### src/rtl/univ_shift_reg.sv
// Universal shift register: hold, shift/rotate left/right, parallel load and clear,
// with a shift counter that pulses frame_done on every WIDTH-th shift.
module univ_shift_reg #(
  parameter int               WIDTH   = 8,
  parameter logic [WIDTH-1:0] RST_VAL = '0,
  localparam int              CW      = $clog2(WIDTH + 1)
) (
  input  logic             clk,
  input  logic             rst,
  input  logic             en,
  input  logic [2:0]       mode,
  input  logic             si_l,
  input  logic             si_r,
  input  logic [WIDTH-1:0] pin,
  output logic [WIDTH-1:0] pout,
  output logic             so,
  output logic [CW-1:0]    cnt,
  output logic             frame_done
);

  typedef enum logic [2:0] {
    M_HOLD  = 3'b000,
    M_SHL   = 3'b001,
    M_SHR   = 3'b010,
    M_ROL   = 3'b011,
    M_ROR   = 3'b100,
    M_LOAD  = 3'b101,
    M_CLEAR = 3'b110,
    M_RSVD  = 3'b111
  } mode_e;

  localparam logic [CW-1:0] CNT_LAST = CW'(WIDTH - 1);

  mode_e            op;
  logic [WIDTH-1:0] pout_nxt;
  logic             so_nxt;
  logic [CW-1:0]    cnt_nxt;
  logic             fd_nxt;
  logic             shift;

  assign op = mode_e'(mode);

  always_comb begin
    // NOTE: every output of this block gets a default before the case, so no
    // path leaves a variable unassigned and no latch is inferred.
    pout_nxt = pout;
    so_nxt   = so;
    cnt_nxt  = cnt;
    fd_nxt   = 1'b0;
    shift    = 1'b0;
    if (en) begin
      case (op)
        M_SHL: begin
          pout_nxt = {pout[WIDTH-2:0], si_l};
          so_nxt   = pout[WIDTH-1];
          shift    = 1'b1;
        end
        M_SHR: begin
          pout_nxt = {si_r, pout[WIDTH-1:1]};
          so_nxt   = pout[0];
          shift    = 1'b1;
        end
        M_ROL: begin
          pout_nxt = {pout[WIDTH-2:0], pout[WIDTH-1]};
          so_nxt   = pout[WIDTH-1];
          shift    = 1'b1;
        end
        M_ROR: begin
          pout_nxt = {pout[0], pout[WIDTH-1:1]};
          so_nxt   = pout[0];
          shift    = 1'b1;
        end
        M_LOAD: begin
          pout_nxt = pin;
          cnt_nxt  = '0;
        end
        M_CLEAR: begin
          pout_nxt = '0;
          so_nxt   = 1'b0;
          cnt_nxt  = '0;
        end
        default: ;  // HOLD and the reserved code leave everything as is
      endcase
    end

    // Counting happens only on a real shift, so LOAD/CLEAR pre-empt the wrap.
    if (shift) begin
      if (cnt == CNT_LAST) begin
        cnt_nxt = '0;
        fd_nxt  = 1'b1;
      end else begin
        cnt_nxt = cnt + CW'(1);
      end
    end
  end

  always_ff @(posedge clk or negedge rst) begin
    if (!rst) begin
      pout       <= RST_VAL;
      so         <= 1'b0;
      cnt        <= '0;
      frame_done <= 1'b0;
    end else begin
      // NOTE: state registers use non-blocking assignment so every flop
      // samples the pre-edge values of its neighbours.
      pout       <= pout_nxt;
      so         <= so_nxt;
      cnt        <= cnt_nxt;
      frame_done <= fd_nxt;
    end
  end

endmodule

### config.mk
export PLATFORM = sky130hd
export DESIGN_NAME = univ_shift_reg
export DESIGN_NICKNAME = d
export VERILOG_FILES = /design/src/rtl/univ_shift_reg.sv
export SDC_FILE = /design/constraint.sdc
export NUM_CORES = 1
export LEC_CHECK = 0
export ABC_AREA = 1
export CAP_MARGIN = 20
export CELL_PAD_IN_SITES_DETAIL_PLACEMENT = 1
export CELL_PAD_IN_SITES_GLOBAL_PLACEMENT = 1
export CORE_MARGIN = 1.5
export CORE_UTILIZATION = 33
export CTS_CLUSTER_DIAMETER = 40
export DETAILED_ROUTE_END_ITERATION = 10
export PLACE_DENSITY = 0.87
export SLEW_MARGIN = 20
export SYNTH_ARGS = -nofsm -noshare
export SYNTH_HDL_FRONTEND = slang
export SYNTH_SLANG_ARGS = --single-unit
### constraint.sdc
create_clock -name clk -period 2.45 [get_ports clk]
set_input_delay 0.3675 -clock clk [delete_from_list [all_inputs] [get_ports clk]]
set_output_delay 0.3675 -clock clk [all_outputs]
set_load 0.02 [all_outputs]
==> impl_metrics.toml <==
[global_routing]
grt_pass1_vias = 972
grt_max_degree = 15
grt_overflow = 0
grt_use_total_pct = 17.7
grt_pass1_wl_um = 4420
antenna_found_initial = 0

[detailed_routing]
wl_um = 2570
wl_per_cell_um = 13.7
viasPerCell = 5.04
dr_total_vias = 947
drt_iter0_drc = 14
drtPass1Iterations = 4
drcViolationCount = 0
ant_nets = 0

[yosys]
synth.avg_cell_area_um2 = 7.03
syn_inst = 130
synth-simple-area-share_pct = 46.3
synth_area_um2 = 913
yosysSeqAreaShare_pct = 38.4
ys_ff_latch = 14
yosysWarnings = 0
synthXorXnorAreaFrac_pct = 0
ys_types = 19
synth_top_family_by_area = "simple AND/OR/NAND/NOR gates"
synthAdderAreaFrac_pct = 1.37
synthMuxAreaShare_pct = 0
synth_compound_area_share_pct = 6.03
synthesis.nets = 147

[final_layout]
drive_gt1_share_pct = 12.0
layout_commonest_cell = "nand2_1"
synthToLayoutAreaGrowth_pct = 34.1
n_antenna_cell = 0
layout_common_cells = "nand2_1, clkdlybuf4s50_1, nand3_1"
instances_no_fill = 188
num-nets-final = 177
nFillCells = 339

[power]
p_clk_share_pct = 15.6
ir_drop_mv = 0.348
p_leak_nw = 0.613
p_sw_w = 0.000334
combPwrFrac_pct = 43.1
sw_frac_of_total_pct = 39.6
power.density_nw_per_um2 = 688
seq_power_share_pct = 41.2
power.internal_w = 0.000509

[critical_path]
path_buf_inv = 3
path_cells = "clkdlybuf4s50_1 -> inv_2 -> nand2_2 -> o211ai_2 -> nand2_2 -> inv_2 -> nand2_1 -> nand2_1"
startpoint_type = "primary input"
critical_path_class = "primary input to register"
critPathMaxStageDelay_ns = 0.68
endpoint_kind = "register"
crit_arrival_ns = 1.95
cp_top_family = "buffers and inverters"
crit_fanout = 12
required_ns = 2.62
worst_path_max_delay_cell = "clkdlybuf4s50_1"

[sta]
fin_skew_ns = 0.000751
fin_crit_ns = 1.77
setup_violations = 0
slew_violations = 0
rsz0062_at_grt = "no"
fmax_mhz = 563
finalSetupTns_ns = 0
hold_viol = 0
fin_crit_sh_pct = 72.4
tightest_slew_ns = 0.660
slew_headroom_pct = 55.9

[clocking]
cts_tree = "done"
postCtsHoldBufs = 0
cts_root_buf = "clkbuf_4"
cts.repair.resized = 0
htreeDepth = 1
clk_pin_slew_worst_paths_ns = 0.08
clkLatencyLatePin_ns = 0.28
cts_buffers = 3
clock_sink_count = 14
postCtsSetupRepairBufs = 0
clock_path_buffers = 2

[status]
status = "finished, final reports clean"

[floorplanning]
die_x_um = 55.6
dieArea_um2 = 3090
core_um2 = 2540
core.rowCount = 18
fp.dieH_um = 55.6
initial_core_util_pct = 35.9
ioPinCount = 30

[place]
place_congestion = 0.818
port_buffers = 29
dp_hpwl_um = 1930
placed_cells = 185

[run]
maxCapViolCount = 0

[worst_hold_path]
hold_path_class = "primary input to asynchronous set/reset pin"
-- sequential cells by signal, summed over array words and instances, names as in the netlist --
register    count
cnt             4
frame_done      1
pout            8
so              1
-- worst register-to-register path, delay by kind of cell, from the launching register on --
family	cells	cell delay, ns
adder cells (fa/ha/maj)	1	0.25
buffers and inverters	2	0.12
flip-flops	1	0.46
AND/OR/NAND/NOR	4	0.28
AO/OA/AOI/OAI	1	0.14
-- area by class of cell --
type / count / area [µm²] / share of cell area, %
Inverter: 9 / 33.8 / 2.76
Sequential cell: 14 / 350 / 28.6
Clock buffer: 3 / 22.5 / 1.84
Multi-Input combinational cell: 103 / 490 / 40.0
Tap cell: 30 / 37.5 / 3.06
Timing Repair Buffer: 29 / 290 / 23.7
-- metal layers --
layer / vias up / wire length [µm] / global-route usage (%)
met5: - / 0 / 0
met2: 20 / 1200 / 27.0
met3: 2 / 94 / 2.79
li1: 475 / - / -
met1: 450 / 1260 / 25.1
met4: 0 / 15 / 6.62
-- per-stage QoR --
stage	worst slack (ns)	util (%)	hold slack [ns]	area (µm²)	total power, W
after global routing	0.555	48.1	0.526	1220	0.000899
after floorplan	1.22	-	0.0719	913	0.000541
after global placement	0.500	47.2	0.462	1200	0.000707
final	0.675	48.1	0.485	1220	0.000843
after detailed placement	0.388	47.2	0.472	1200	0.000718
after CTS	0.678	48.1	0.494	1220	0.000855
-- cells in the mapped netlist --
| cell | instances | area share, % |
|---|---|---|
| ha_1 | 1 | 1.4 |
| o21ai_1 | 1 | 0.55 |
| dfrtp_1 | 14 | 38 |
| nand2_4 | 1 | 1.2 |
| nor2_2 | 1 | 0.69 |
| nand3_1 | 15 | 8.2 |
| nand4_1 | 6 | 4.1 |
| o21ai_0 | 2 | 1.1 |
| buf_6 | 3 | 3.7 |
| nand2_1 | 57 | 23 |
| and3_1 | 1 | 0.69 |
| nand2_2 | 8 | 5.5 |
| inv_1 | 5 | 2.1 |
| o211ai_1 | 1 | 0.82 |
| clkbuf_2 | 1 | 0.55 |
| o211ai_2 | 2 | 2.7 |
| nor2_1 | 6 | 2.5 |
| inv_2 | 4 | 1.6 |
| o21bai_1 | 1 | 0.82 |
-- power groups by stage --
stage / clock network, W / logic, W / registers [W]
2_1_floorplan: 0 / 0.000140 / 0.000401
3_3_place_gp: 0 / 0.000357 / 0.000350
3_5_place_dp: 0 / 0.000366 / 0.000352
4_1_cts: 0.000137 / 0.000369 / 0.000349
5_1_grt: 0.000141 / 0.000403 / 0.000355
6_report: 0.000132 / 0.000364 / 0.000348
-- kinds of logic after synthesis --
logic type,after synthesis
buf+inv,13
flops,14
compound gates,7
fa+ha+maj,1
simple gates,95
-- worst paths after layout --
kind	start	endpoint	slack, ns	cells past startpoint
min in group clk	so	so	0.49	2
worst max-delay path	mode[1]	pout[5]	0.68	8
worst max register to register	cnt[0]	cnt[3]	1.16	8
max in group asynchronous	rst	pout[0]	1.54	1
worst min register to register	so	so	0.49	2
worst min-delay path	rst	pout[5]	0.49	1
(Power assumes the default switching activity.)
